File: src/rtl/ledger_pkg.sv
// Shared types and constants for the vending-machine sales ledger:
// FSM state encoding, product id type and the per-product price table.
package ledger_pkg;

  localparam int NUM_PRODUCTS = 7;

  typedef logic [2:0] product_id_t;

  typedef enum logic [2:0] {
    IDLE   = 3'd0,
    CHECK  = 3'd1,
    COMMIT = 3'd2,
    ACK    = 3'd3,
    ERR    = 3'd4
  } ledger_state_e;

  localparam logic [3:0] PRICE [1:NUM_PRODUCTS] = '{4'd2, 4'd3, 4'd3, 4'd4, 4'd5, 4'd6, 4'd8};

  // Id 0 is not a product; it prices at zero so callers never index outside the table.
  function automatic logic [3:0] price_of(product_id_t id);
    logic [3:0] p;
    p = 4'd0;
    for (int i = 1; i <= NUM_PRODUCTS; i++) begin
      if (id == product_id_t'(i)) p = PRICE[i];
    end
    return p;
  endfunction

endpackage

File: src/rtl/num_scanner.sv
// Manager-view product index sequencer: 0 outside sales view, 1..7 cycling inside it.
// LEDGER_AUTOSCAN_EN lets scan_tick advance the index alongside step.
module num_scanner
  import ledger_pkg::*;
(
  input  logic        clk,
  input  logic        rst_n,
  input  logic        enm3,
  input  logic        step,
  input  logic        scan_tick,
  output product_id_t num
);

  logic        enm3_q;
  product_id_t num_q, num_d;
  logic        adv;

`ifdef LEDGER_AUTOSCAN_EN
  assign adv = step | scan_tick;
`else
  logic scan_en;
  assign scan_en = 1'b0;
  assign adv     = step | (scan_tick & scan_en);
`endif

  // Entering the view always restarts at product 1, even if an advance coincides.
  always_comb begin
    num_d = num_q;
    if (!enm3) begin
      num_d = '0;
    end else if (!enm3_q) begin
      num_d = product_id_t'(1);
    end else if (adv) begin
      num_d = (num_q == product_id_t'(NUM_PRODUCTS)) ? product_id_t'(1) : num_q + product_id_t'(1);
    end
  end

  always_ff @(posedge clk or negedge rst_n) begin
    if (!rst_n) begin
      enm3_q <= 1'b0;
      num_q  <= '0;
    end else begin
      enm3_q <= enm3;
      num_q  <= num_d;
    end
  end

  assign num = num_q;

endmodule

File: src/rtl/sales_ledger.sv
// Sales bookkeeping controller: commits or rejects purchase requests, keeps per-product
// sold counts and turnover, and drives the manager view index (LEDGER_AUTOSCAN_EN in num_scanner).
//
// state  | meaning
// IDLE   | waiting for sale_req; honours clr when enm3=1
// CHECK  | validate latched id, view mode and overflow of count/turnover
// COMMIT | bump the product count and add the price to turnover
// ACK    | sale_ack held while sale_req stays high
// ERR    | sale_err held while sale_req stays high
module sales_ledger
  import ledger_pkg::*;
#(
  parameter int SELL_W = 5,
  parameter int TURN_W = 7
) (
  input  logic              clk,
  input  logic              rst_n,
  input  logic              sale_req,
  input  logic [2:0]        sale_id,
  output logic              sale_ack,
  output logic              sale_err,
  input  logic              enm3,
  input  logic              step,
  input  logic              scan_tick,
  input  logic              clr,
  output logic [2:0]        num,
  output logic [SELL_W-1:0] sell1,
  output logic [SELL_W-1:0] sell2,
  output logic [SELL_W-1:0] sell3,
  output logic [SELL_W-1:0] sell4,
  output logic [SELL_W-1:0] sell5,
  output logic [SELL_W-1:0] sell6,
  output logic [SELL_W-1:0] sell7,
  output logic [TURN_W-1:0] turnover
);

  ledger_state_e     state_q, state_d;
  product_id_t       id_q;
  logic [SELL_W-1:0] sold_q [1:NUM_PRODUCTS];
  logic [SELL_W-1:0] sell_q [1:NUM_PRODUCTS];
  logic [TURN_W-1:0] turn_q;
  logic [TURN_W-1:0] turnover_q;
  logic              ack_q, err_q;

  logic              ld_id, clr_en, commit_en, ack_d, err_d;
  logic              clr_hit;
  logic [3:0]        price;
  logic [TURN_W:0]   turn_sum;
  logic              sold_full;

  assign clr_hit   = enm3 & clr;
  assign price     = price_of(id_q);
  assign turn_sum  = {1'b0, turn_q} + (TURN_W+1)'(price);
  assign sold_full = &sold_q[id_q];

  always_ff @(posedge clk or negedge rst_n) begin
    if (!rst_n) state_q <= IDLE;
    else        state_q <= state_d;
  end

  // A carry out of turn_sum means the sale would push turnover past its limit.
  always_comb begin
    state_d = state_q;
    case (state_q)
      IDLE: begin
        if (!clr_hit && sale_req) state_d = CHECK;
      end
      CHECK: begin
        if ((id_q == '0) || enm3 || sold_full || turn_sum[TURN_W]) state_d = ERR;
        else                                                       state_d = COMMIT;
      end
      COMMIT:   state_d = ACK;
      ACK, ERR: begin
        if (!sale_req) state_d = IDLE;
      end
      default:  state_d = IDLE;
    endcase
  end

  always_comb begin
    ld_id     = 1'b0;
    clr_en    = 1'b0;
    commit_en = 1'b0;
    ack_d     = 1'b0;
    err_d     = 1'b0;
    case (state_q)
      IDLE: begin
        clr_en = clr_hit;
        ld_id  = !clr_hit && sale_req;
      end
      COMMIT:  commit_en = 1'b1;
      ACK:     ack_d     = sale_req;
      ERR:     err_d     = sale_req;
      default: ;
    endcase
  end

  // Output copies lag the working ledger by one edge so every output is a plain register.
  always_ff @(posedge clk or negedge rst_n) begin
    if (!rst_n) begin
      id_q       <= '0;
      turn_q     <= '0;
      turnover_q <= '0;
      ack_q      <= 1'b0;
      err_q      <= 1'b0;
      for (int i = 1; i <= NUM_PRODUCTS; i++) begin
        sold_q[i] <= '0;
        sell_q[i] <= '0;
      end
    end else begin
      if (ld_id) id_q <= sale_id;
      if (clr_en) begin
        turn_q <= '0;
        for (int i = 1; i <= NUM_PRODUCTS; i++) sold_q[i] <= '0;
      end else if (commit_en) begin
        turn_q       <= turn_sum[TURN_W-1:0];
        sold_q[id_q] <= sold_q[id_q] + SELL_W'(1);
      end
      for (int i = 1; i <= NUM_PRODUCTS; i++) sell_q[i] <= sold_q[i];
      turnover_q <= turn_q;
      ack_q      <= ack_d;
      err_q      <= err_d;
    end
  end

  num_scanner u_num_scanner (
    .clk       (clk),
    .rst_n     (rst_n),
    .enm3      (enm3),
    .step      (step),
    .scan_tick (scan_tick),
    .num       (num)
  );

  assign sale_ack = ack_q;
  assign sale_err = err_q;
  assign sell1    = sell_q[1];
  assign sell2    = sell_q[2];
  assign sell3    = sell_q[3];
  assign sell4    = sell_q[4];
  assign sell5    = sell_q[5];
  assign sell6    = sell_q[6];
  assign sell7    = sell_q[7];
  assign turnover = turnover_q;

endmodule

File: config.mk
export PLATFORM = sky130hd
export DESIGN_NAME = sales_ledger
export DESIGN_NICKNAME = d
export VERILOG_FILES = /design/src/rtl/ledger_pkg.sv /design/src/rtl/num_scanner.sv /design/src/rtl/sales_ledger.sv
export SDC_FILE = /design/constraint.sdc
export NUM_CORES = 1
export LEC_CHECK = 0
export ABC_AREA = 1
export CAP_MARGIN = 10
export CELL_PAD_IN_SITES_DETAIL_PLACEMENT = 0
export CELL_PAD_IN_SITES_GLOBAL_PLACEMENT = 1
export CORE_MARGIN = 2
export CORE_UTILIZATION = 38
export CTS_CLUSTER_DIAMETER = 60
export DETAILED_ROUTE_END_ITERATION = 10
export GPL_ROUTABILITY_DRIVEN = 1
export PLACE_DENSITY = 0.74
export SYNTH_ARGS = -nofsm -noshare
export SYNTH_HDL_FRONTEND = slang
export SYNTH_HIERARCHICAL = 1
export SYNTH_SLANG_ARGS = --single-unit
export TNS_END_PERCENT = 1
File: constraint.sdc
create_clock -name clk -period 1.9 [get_ports clk]
set_input_delay 0.19 -clock clk [delete_from_list [all_inputs] [get_ports clk]]
set_output_delay 0.19 -clock clk [all_outputs]
set_load 0.02 [all_outputs]
==> metrics.log, run 1 <==
INFO  metric most_frequent_cells_in_the_layout = 110 x nand2_1, 93 x dfrtp_1, 54 x clkdlybuf4s50_1
INFO  metric worstHoldPathType = input pin to asynchronous set/reset pin
INFO  metric antenna_found_initial = 0
INFO  metric static-leakage-power = 2.67 nW
INFO  metric worstSkewPairLatency = 350 ps
INFO  metric finClkSkew = 12.8 ps
INFO  metric netSwitchingPower = 2.69 mW
INFO  metric violated_checks = negative setup slack
INFO  metric seq_area_frac_synth = 60.5%
INFO  metric clkPwrFrac = 22.4%
INFO  metric syn2layout_area_growth = 37.4%
INFO  metric synthesis.nets = 420
INFO  metric ir_worst_vdd = 0.668 mV
INFO  metric number_of_global_route_vias_before_repair = 3066
INFO  metric maxSlewViolCount = 0
INFO  metric switching_share = 35.2%
INFO  metric grt_pass1_wl = 15.2 mm
INFO  metric crit_arrival = 2320 ps
INFO  metric die_height = 106 um
INFO  metric cts_tree = built
INFO  metric ctsLongestPathBuffers = 2
INFO  metric floorplan.initialDensity = 38.8%
INFO  metric place_hpwl = 6.45 mm
INFO  metric global_route.usage.total = 17.4%
INFO  metric fin_crit_period = 2040 ps
INFO  metric setup_repair_after_global_routing_missed_its_margin = true
INFO  metric syn_avg_cell_area = 9.90 um^2
INFO  metric row_count = 37
INFO  metric worst_setup_path_startpoint = id_q[0]$_DFFE_PN0P_
INFO  metric tritoncts_num_sinks = 96
INFO  metric maxCapViolations = 0
INFO  metric drc = 0
INFO  metric h-tree-depth = 3
INFO  metric finalWorstSetupSlack = -139 ps
INFO  metric num_antenna_cells = 0
INFO  metric critical_path.endpoint_type = flip-flop
INFO  metric intPower = 4.95 mW
INFO  metric final.period_utilization = 107%
INFO  metric worstSetupPathType = flip-flop to flip-flop
INFO  metric detailedRoute.firstIterationViolations = 107
INFO  metric num_io_pins = 57
INFO  metric setup.worst_path.start_class = flip-flop
INFO  metric wl_per_cell = 14.0 um
INFO  metric max-slew-margin-rel = 70.0%
INFO  metric router_iterations_before_antenna_repair = 4
INFO  metric ctsRootBufferMaster = clkbuf_8
INFO  metric tightest_slew = 450 ps
INFO  metric floorplan.core_area = 0.0102 mm^2
INFO  metric ant_nets = 0
INFO  metric cts_made_buffers = 9
INFO  metric grt_remaining_overflow = 0
INFO  metric global_placement_routability_congestion = 0.810
INFO  metric required = 2180 ps
INFO  metric status = complete, but fails checks
INFO  metric io_buffer_count = 55
INFO  metric share_seq_of_total_power = 37.5%
INFO  metric ff_latch_count_synth = 96
INFO  metric p_comb_share = 40.1%
INFO  metric route.vias.total = 3064
INFO  metric clkTransAtPathRegs = 90 ps
INFO  metric yosysWarningCount = 6
INFO  metric power_density = 1400 mW/mm^2
INFO  metric timing.fmax = 490 MHz
INFO  metric post_synth_inst_count = 401
INFO  metric most_common_cell_after_layout_fill_and_taps_aside = nand2_1
INFO  metric number_of_nets_in_the_final_layout = 532
INFO  metric worst_r2r_startpoint = id_q[0]$_DFFE_PN0P_
INFO  metric hold_viol = 0
INFO  metric timing.final.setup_violations = 13
INFO  metric drive_gt1_share = 23.9%
INFO  metric routed_wl = 9.14 mm
INFO  metric dieArea = 0.0113 mm^2
INFO  metric critical_path_peak_fanout = 5
INFO  metric post_drt_via_cell_ratio = 4.69
INFO  metric post_synth_design_cell_area = 0.00397 mm^2
INFO  metric die-width = 106 um
INFO  metric largest_net_degree_at_the_start_of_global_routing = 50
INFO  metric timing.setup.tns = -717 ps
INFO  metric synth_cell_type_count = 32
INFO  metric worst_hold_slack = 321 ps
[per-layer routing]
metal,part of all wire [%],track usage (%),routed length [um],vias up
met5,0,0,0,-
met2,47,27.6,4280,65
li1,-,-,-,1529
met1,48,24.2,4420,1457
met3,3.5,3.19,317,13
met4,1.4,5.83,132,0
[per-stage QoR]
step	cells	setup slack, ps	total power, mW	utilization, %	cell area, um^2
detailed placement	628	-204	5.63	48.7	4990
global route	654	-253	8.11	53.3	5460
CTS	653	-72.2	7.62	53.0	5420
global placement	628	-140	5.57	48.7	4990
floorplan	401	-7.00	4.38	-	4010
finish	654	-139	7.64	53.3	5460
[cell families (layout without fill, tap and decap cells)]
logic type / after synthesis / in the layout / share of synthesized area, %
AOI/OAI and AO/OA: 53 / 53 / 7.12
buffers and inverters: 52 / 169 / 6.49
DFF: 96 / 96 / 60.5
adders and majority gates: 9 / 9 / 3.02
and+or+nand+nor: 189 / 189 / 22.0
xor gates and xnor gates: 2 / 2 / 0.914
[repair_timing]
action                                  CTS  global route
hold endpoints to repair                 34             0
pin swaps                                18             7
resized for setup                        31             8
setup buffers                             6             1
endpoints found under the setup margin   18            29
gates cloned                              2             0
hold buffers                              1             0
[power by group through the flow]
stage / Sequential, mW / Clock, mW / Combinational, mW
floorplan: 3.01 / 0 / 1.36
global placement: 2.85 / 0 / 2.72
detailed placement: 2.87 / 0 / 2.76
CTS: 2.87 / 1.75 / 3.01
global route: 2.93 / 1.83 / 3.35
finish: 2.86 / 1.71 / 3.06
[synthesized netlist by cell type]
master / n / area [um^2]
a22oi_1: 1 / 7.51
nor4_1: 2 / 12.5
buf_6: 5 / 56.3
o211ai_1: 1 / 7.51
ha_1: 8 / 100
inv_6: 1 / 8.76
fa_1: 1 / 20.0
nor2_1: 18 / 67.6
buf_2: 1 / 5.00
nor2_2: 1 / 6.26
nand4_2: 1 / 12.5
dfrtp_1: 96 / 2400
nor2_4: 4 / 45.0
nand2_4: 4 / 45.0
xnor2_4: 1 / 27.5
a221oi_1: 1 / 8.76
inv_2: 8 / 30.0
buf_8: 1 / 15.0
o21ai_1: 12 / 60.1
nand3_1: 24 / 120
nand2_1: 114 / 428
a211oi_1: 1 / 7.51
nor3_1: 6 / 30.0
o22ai_1: 5 / 31.3
buf_4: 2 / 15.0
inv_1: 34 / 128
a21oi_1: 8 / 40.0
o21ai_0: 24 / 120
nand2_2: 2 / 12.5
nand3_2: 3 / 30.0
xnor2_1: 1 / 8.76
nand4_1: 10 / 62.6
[area by class of cell]
type | count | area, um^2
Timing Repair inverter | 1 | 7.51
Timing Repair Buffer | 109 | 1000
Clock buffer | 10 | 138
Fill cell | 936 | 4780
Clock inverter | 6 | 130
Tap cell | 136 | 170
Sequential cell | 96 | 2410
Multi-Input combinational cell | 253 | 1430
Inverter | 43 | 171
[sequential cells by signal, indices dropped and copies added, names as in the netlist]
signal,count
id_q,3
sale_ack,1
sell2,5
sale_err,1
u_num_scanner/enm3_q,1
state_q,3
turn_q,7
u_num_scanner/num,3
turnover,7
sell1,5
sell5,5
sell6,5
sold_q,35
sell4,5
sell7,5
sell3,5
[worst max-delay path: stages, from the launching register on]
cell and delay, ps:
dfrtp_2 490, inv_4 120, buf_6 100, nor3_2 30, inv_1 90, o21ai_2 60, ha_2 210, fa_2 390
buf_4 140, buf_4 130, xnor2_2 120, o21ai_1 110
[path summary, 6_finish.rpt]
path                                          endpoint  slack (ps)  cells past startpoint
worst max-delay path             turn_q[2]$_DFFE_PN0P_        -140                     11
worst min-delay path             turn_q[2]$_DFFE_PN0P_         320                      2
worst max register to register   turn_q[2]$_DFFE_PN0P_        -140                     11
worst min register to register      sell3[4]$_DFF_PN0_         390                      0
max in group asynchronous       sold_q[15]$_DFFE_PN0P_         980                      3
min in group clk                    sell3[4]$_DFF_PN0_         390                      0
Note: power is estimated with default switching activity, not from simulation.
==> inputs of run 2 (changes only) <==
--- a/config.mk
+++ b/config.mk
@@ -10,11 +10,11 @@
 export CELL_PAD_IN_SITES_DETAIL_PLACEMENT = 0
 export CELL_PAD_IN_SITES_GLOBAL_PLACEMENT = 1
 export CORE_MARGIN = 2
-export CORE_UTILIZATION = 38
+export CORE_UTILIZATION = 45
 export CTS_CLUSTER_DIAMETER = 60
 export DETAILED_ROUTE_END_ITERATION = 10
 export GPL_ROUTABILITY_DRIVEN = 1
-export PLACE_DENSITY = 0.74
+export PLACE_DENSITY = 0.82
 export SYNTH_ARGS = -nofsm -noshare
 export SYNTH_HDL_FRONTEND = slang
 export SYNTH_HIERARCHICAL = 1
==> constraint.sdc (replaced) <==
create_clock -name clk -period 2.4 [get_ports clk]
set_input_delay 0.24 -clock clk [delete_from_list [all_inputs] [get_ports clk]]
set_output_delay 0.24 -clock clk [all_outputs]
set_load 0.02 [all_outputs]
==> run 2 against run 1 <==
The run now ends clean; clock power down 41%; via count down 3.9%; global-route usage up 1.8 points; first-iteration DRC count up 42%; die area down 15%; core utilization up 3.2 points; cell area down 11%; sequential power down 22%; register-to-register slack better by 280 ps; clock-buffer cell count up 1; critical path type unchanged.
==> metrics.log, run 2 (synthesis results as in run 1) <==
INFO  metric syn2layout_area_growth = 22.9%
INFO  metric route.vias.total = 2944
INFO  metric most_common_cell_after_layout_fill_and_taps_aside = nand2_1
INFO  metric h-tree-depth = 3
INFO  metric crit_path_end = sold_q[24]$_DFFE_PN0P_
INFO  metric setup.worst_path.start_class = flip-flop
INFO  metric ant_nets = 0
INFO  metric largest_register_ffs = 35
INFO  metric max-slew-margin-rel = 62.3%
INFO  metric number_of_global_route_vias_before_repair = 2875
INFO  metric num_antenna_cells = 0
INFO  metric tritoncts_num_sinks = 96
INFO  metric setup_repair_after_global_routing_missed_its_margin = true
INFO  metric critical_path.endpoint_type = flip-flop
INFO  metric finClkSkew = 13.0 ps
INFO  metric finalWorstSetupSlack = 136 ps
INFO  metric grt_pass1_wl = 14.5 mm
INFO  metric grt_remaining_overflow = 0
INFO  metric fin_crit_period = 2260 ps
INFO  metric maxSlewViolCount = 0
INFO  metric worstRegToRegCells = 11
INFO  metric worst_hold_slack = 365 ps
INFO  metric global_placement_routability_congestion = 0.902
INFO  metric place_hpwl = 6.09 mm
INFO  metric io_buffer_count = 55
INFO  metric timing.fmax = 442 MHz
INFO  metric crit_arrival = 2550 ps
INFO  metric row_count = 34
INFO  metric number_of_nets_in_the_final_layout = 489
INFO  metric worstSetupPathType = flip-flop to flip-flop
INFO  metric largest_net_degree_at_the_start_of_global_routing = 53
INFO  metric floorplan.core_area = 0.00864 mm^2
INFO  metric floorplan.initialDensity = 46.0%
INFO  metric timing.setup.tns = 0 ps
INFO  metric worstHoldPathType = flip-flop to flip-flop
INFO  metric worst_setup_path_startpoint = id_q[2]$_DFFE_PN0P_
INFO  metric cts_made_buffers = 9
INFO  metric hold_viol = 0
INFO  metric worst_r2r_startpoint = id_q[2]$_DFFE_PN0P_
INFO  metric required = 2680 ps
INFO  metric ctsLongestPathBuffers = 2
INFO  metric ir_worst_vdd = 0.475 mV
INFO  metric cts_tree = built
INFO  metric reg2reg_setup_slack = 140 ps
INFO  metric setup_slack_at_placement = 54.8 ps
INFO  metric routed_wl = 8.52 mm
INFO  metric final.period_utilization = 94.3%
INFO  metric ctsRootBufferMaster = clkbuf_8
INFO  metric global_route.usage.total = 19.2%
INFO  metric router_iterations_before_antenna_repair = 4
INFO  metric die_height = 97.9 um
INFO  metric filler_cell_count = 774
INFO  metric num_io_pins = 57
INFO  metric critical_path_peak_fanout = 7
INFO  metric most_frequent_cells_in_the_layout = 114 x nand2_1, 95 x dfrtp_1, 54 x clkdlybuf4s50_1
INFO  metric antenna_found_initial = 0
INFO  metric drc = 0
INFO  metric detailedRoute.firstIterationViolations = 152
INFO  metric power = 5.12 mW
INFO  metric worst_r2r_endpoint = sold_q[24]$_DFFE_PN0P_
INFO  metric area_used_by_multi_input_combinational_logic = 0.00131 mm^2
INFO  metric tightest_slew = 565 ps
INFO  metric static-leakage-power = 2.39 nW
INFO  metric wl_per_cell = 14.6 um
INFO  metric dieArea = 0.00959 mm^2
INFO  metric finalCoreUtilization = 56.5%
INFO  metric maxCapViolations = 0
INFO  metric timing.final.setup_violations = 0
INFO  metric post_drt_via_cell_ratio = 5.05
INFO  metric seqCellArea = 0.00240 mm^2
INFO  metric power_density = 1050 mW/mm^2
INFO  metric status = finished clean
INFO  metric die-width = 97.9 um
INFO  metric worstSkewPairLatency = 360 ps
INFO  metric clkTransAtPathRegs = 90 ps
INFO  metric top_register = sold_q
INFO  metric drive_gt1_share = 11.2%
-- run 2: cell count changes in the layout (fill, tap and decap cells not counted), sizes merged --
cell / delta
inv: -1
clkinv: -1
clkinvlp: +3
clkbuf: +1
buf: -42
bufinv: -3
-- run 2: what timing repair did --
action / CTS / global route
endpoints found under the setup margin: 0 / 10
hold buffers: 1 / 0
hold endpoints to repair: 44 / 0
resized for setup: 0 / 6
buffers inserted: 0 / 1
-- run 2: cell type report --
| cell class | count | share of cell area (%) |
|---|---|---|
| Sequential cell | 96 | 49.2 |
| Multi-Input combinational cell | 253 | 26.9 |
| Timing Repair Buffer | 67 | 13.8 |
| Inverter | 43 | 3.49 |
| Tap cell | 108 | 2.77 |
| Clock buffer | 11 | 2.69 |
| Clock inverter | 5 | 1.18 |
-- run 2: through the flow --
stage                     instance area (um^2)  cells
after floorplan                           3970    401
after global placement                    4650    565
after detailed placement                  4650    565
after CTS                                 4850    582
after global routing                      4880    583
final                                     4880    583
-- run 2: worst max-delay path, stage by stage, from the launching register on --
cell and delay (ps):
dfrtp_2 500, buf_4 190, nand4_1 80, nand2_1 60, nor2_1 130, nand2_2 100
ha_1 260, nand2_1 100, nor2_1 40, ha_1 310, clkinvlp_4 220, o22ai_1 220
-- run 2: how the worst min path moves through the flow --
stage	cells after the start	startpoint	to
CTS	0	sold_q[14]$_DFFE_PN0P_	sell5[4]$_DFF_PN0_
global placement	1	rst_n	turnover[3]$_DFF_PN0_
floorplan	0	rst_n	id_q[0]$_DFFE_PN0P_
finish	0	sold_q[14]$_DFFE_PN0P_	sell5[4]$_DFF_PN0_
detailed placement	1	rst_n	turnover[3]$_DFF_PN0_
global route	0	sold_q[14]$_DFFE_PN0P_	sell5[4]$_DFF_PN0_
-- run 2: layer usage --
metal,wire (um),up-vias,global-route usage [%]
li1,-,1442,-
met1,3950,1400,27.9
met2,3920,92,29.6
met3,508,10,3.15
met4,136,0,6.73
met5,0,-,0
-- run 2: where the power goes --
group	switching (mW)	total, mW	internal (mW)
Combinational	1.14	1.87	0.727
Clock	0.532	1.01	0.480
Sequential	0.260	2.24	1.98
Total	1.93	5.12	3.19
==> inputs of run 3 (changes only) <==
--- a/config.mk
+++ b/config.mk
@@ -10,11 +10,11 @@
 export CELL_PAD_IN_SITES_DETAIL_PLACEMENT = 0
 export CELL_PAD_IN_SITES_GLOBAL_PLACEMENT = 1
 export CORE_MARGIN = 2
-export CORE_UTILIZATION = 45
+export CORE_UTILIZATION = 42
 export CTS_CLUSTER_DIAMETER = 60
 export DETAILED_ROUTE_END_ITERATION = 10
 export GPL_ROUTABILITY_DRIVEN = 1
-export PLACE_DENSITY = 0.82
+export PLACE_DENSITY = 0.77
 export SYNTH_ARGS = -nofsm -noshare
 export SYNTH_HDL_FRONTEND = slang
 export SYNTH_HIERARCHICAL = 1
==> constraint.sdc (replaced) <==
create_clock -name clk -period 2.1 [get_ports clk]
set_input_delay 0.21 -clock clk [delete_from_list [all_inputs] [get_ports clk]]
set_output_delay 0.21 -clock clk [all_outputs]
set_load 0.02 [all_outputs]
==> run 3 against run 2 <==
Sequential share of layout area decreased by 3.4 points; clock-buffer cell count stayed put; wire length grew 3.9%; sequential power grew 15%; sequential cell count unchanged; non-clock buffer count grew 29; global-route usage shrank 1.0 points; largest cell class unchanged; combinational power rose by 39%; worst setup slack lost 69 ps; fmax increased by 11%; cell area increased by 7.4%.
==> metrics.log, run 3 (synthesis results as in run 1) <==
INFO  metric timing.final.setup_violations = 0
INFO  metric critical_path.endpoint_type = flip-flop
INFO  metric h-tree-depth = 3
INFO  metric ctsLongestPathBuffers = 2
INFO  metric io_buffer_count = 55
INFO  metric syn2layout_area_growth = 32.1%
INFO  metric detailedRoute.firstIterationViolations = 164
INFO  metric cts_tree = built
INFO  metric num_antenna_cells = 0
INFO  metric post_route_cell_area = 0.00525 mm^2
INFO  metric finalCoreUtilization = 57.0%
INFO  metric place_hpwl = 6.09 mm
INFO  metric number_of_global_route_vias_before_repair = 2809
INFO  metric share_seq_of_total_power = 39.6%
INFO  metric post_drt_via_cell_ratio = 4.99
INFO  metric global_placement_routability_congestion = 0.889
INFO  metric hold_viol = 0
INFO  metric router_iterations_before_antenna_repair = 5
INFO  metric largest_register_ffs = 35
INFO  metric drive_gt1_share = 21.2%
INFO  metric cp_slowest_cell = dfrtp_2
INFO  metric fin_crit_period = 2030 ps
INFO  metric routed_wl = 8.85 mm
INFO  metric clkPwrFrac = 20.6%
INFO  metric max-slew-margin-rel = 65.3%
INFO  metric tightest_slew = 521 ps
INFO  metric antenna_found_initial = 0
INFO  metric top_register = sold_q
INFO  metric global_route.usage.total = 18.2%
INFO  metric crit_buf_inv = 3
INFO  metric route.vias.total = 3067
INFO  metric ctsRootBufferMaster = clkbuf_8
INFO  metric drc = 0
INFO  metric power_density = 1240 mW/mm^2
INFO  metric most_frequent_cells_in_the_layout = 113 x nand2_1, 93 x dfrtp_1, 54 x clkdlybuf4s50_1
INFO  metric ir_worst_vdd = 0.559 mV
INFO  metric timing.fmax = 492 MHz
INFO  metric p_comb_share = 39.8%
INFO  metric grt_remaining_overflow = 0
INFO  metric intPower = 4.14 mW
INFO  metric finClkSkew = 8.62 ps
INFO  metric grt_pass1_wl = 14.2 mm
INFO  metric critical-path-max-stage-delay = 460 ps
INFO  metric number_of_nets_in_the_final_layout = 518
INFO  metric critical_path.cell_chain = buf_4, nor2_4, nand3_1, nand2_1, nor2_2, nand2_2, ha_4, nand2_2, nor2_2, ha_2, inv_2, buf_6, o22ai_1
INFO  metric static-leakage-power = 2.57 nW
INFO  metric floorplan.initialDensity = 43.2%
INFO  metric floorplan.core_area = 0.00920 mm^2
INFO  metric die-width = 101 um
INFO  metric status = finished clean
INFO  metric maxSlewViolCount = 0
INFO  metric row_count = 35
INFO  metric worstSkewPairLatency = 350 ps
INFO  metric maxCapViolations = 0
INFO  metric cts_made_buffers = 9
INFO  metric filler_cell_count = 802
INFO  metric setup.worst_path.start_class = flip-flop
INFO  metric critical_path_peak_fanout = 5
INFO  metric final.period_utilization = 96.8%
INFO  metric worstHoldPathType = flip-flop to flip-flop
INFO  metric num_io_pins = 57
INFO  metric required = 2340 ps
INFO  metric clkTransAtPathRegs = 90 ps
INFO  metric netSwitchingPower = 2.35 mW
INFO  metric crit_arrival = 2270 ps
INFO  metric critPathTopFamily = simple AND/OR/NAND/NOR gates
INFO  metric tritoncts_num_sinks = 96
INFO  metric ant_nets = 0
INFO  metric switching_share = 36.2%
INFO  metric setup_repair_after_global_routing_missed_its_margin = true
INFO  metric most_common_cell_after_layout_fill_and_taps_aside = nand2_1
INFO  metric worstSetupPathType = flip-flop to flip-flop
INFO  metric largest_net_degree_at_the_start_of_global_routing = 97
INFO  metric die_height = 101 um
INFO  metric wl_per_cell = 14.4 um
INFO  metric dieArea = 0.0102 mm^2
INFO  metric dpl-instance-area = 0.00484 mm^2
==> run 3: metrics by stage <==
step / power, mW / setup TNS [ps] / hold slack (ps) / setup WS, ps / cells
2_1_floorplan: 3.92 / 0 / -85.6 / 64.1 / 401
3_3_place_gp: 4.93 / -349 / 293 / -121 / 591
3_5_place_dp: 4.97 / -714 / 296 / -170 / 591
4_1_cts: 6.36 / -46.1 / 386 / -46.1 / 608
5_1_grt: 6.89 / -40.8 / 398 / -27.7 / 615
6_report: 6.49 / 0 / 380 / 67.1 / 615
==> run 3: layer usage <==
layer	global-route usage [%]	vias to the layer above	part of all wire (%)
met5	0	-	0
met4	8.42	0	2.1
met3	2.97	13	3.8
met2	27.8	77	46
met1	25.6	1471	48
li1	-	1506	-
==> run 3: layout make-up <==
cell class | count | area (um^2) | share of cell area, %
Clock buffer | 11 | 151 | 2.89
Clock inverter | 5 | 78.8 | 1.50
Inverter | 43 | 171 | 3.27
Multi-Input combinational cell | 253 | 1400 | 26.6
Sequential cell | 96 | 2410 | 45.9
Tap cell | 111 | 139 | 2.65
Timing Repair Buffer | 96 | 901 | 17.2
==> run 3: repair_timing <==
item                       CTS  global route
setup endpoints to repair   10            13
resized for setup            5            38
hold buffers                 1             0
pin swaps                    0            14
hold endpoints to repair    96             0
buffers inserted             0             8
==> run 3: final timing paths <==
check,startpoint,to,slack (ps),cells after the start
hold reg to reg,sold_q[24]$_DFFE_PN0P_,sell3[4]$_DFF_PN0_,380,0
setup / recovery,id_q[1]$_DFFE_PN0P_,sold_q[19]$_DFFE_PN0P_,70,13
setup reg to reg,id_q[1]$_DFFE_PN0P_,sold_q[19]$_DFFE_PN0P_,70,13
hold / removal,sold_q[24]$_DFFE_PN0P_,sell3[4]$_DFF_PN0_,380,0
min in group asynchronous,rst_n,turn_q[3]$_DFFE_PN0P_,410,3
max in group asynchronous,rst_n,sold_q[10]$_DFFE_PN0P_,1260,3
==> run 3: power groups by stage <==
stage	combinational, mW	sequential (mW)	clock [mW]
floorplan	1.19	2.73	0
global placement	2.34	2.59	0
detailed placement	2.37	2.60	0
CTS	2.41	2.57	1.38
global route	2.82	2.62	1.46
finish	2.59	2.57	1.34
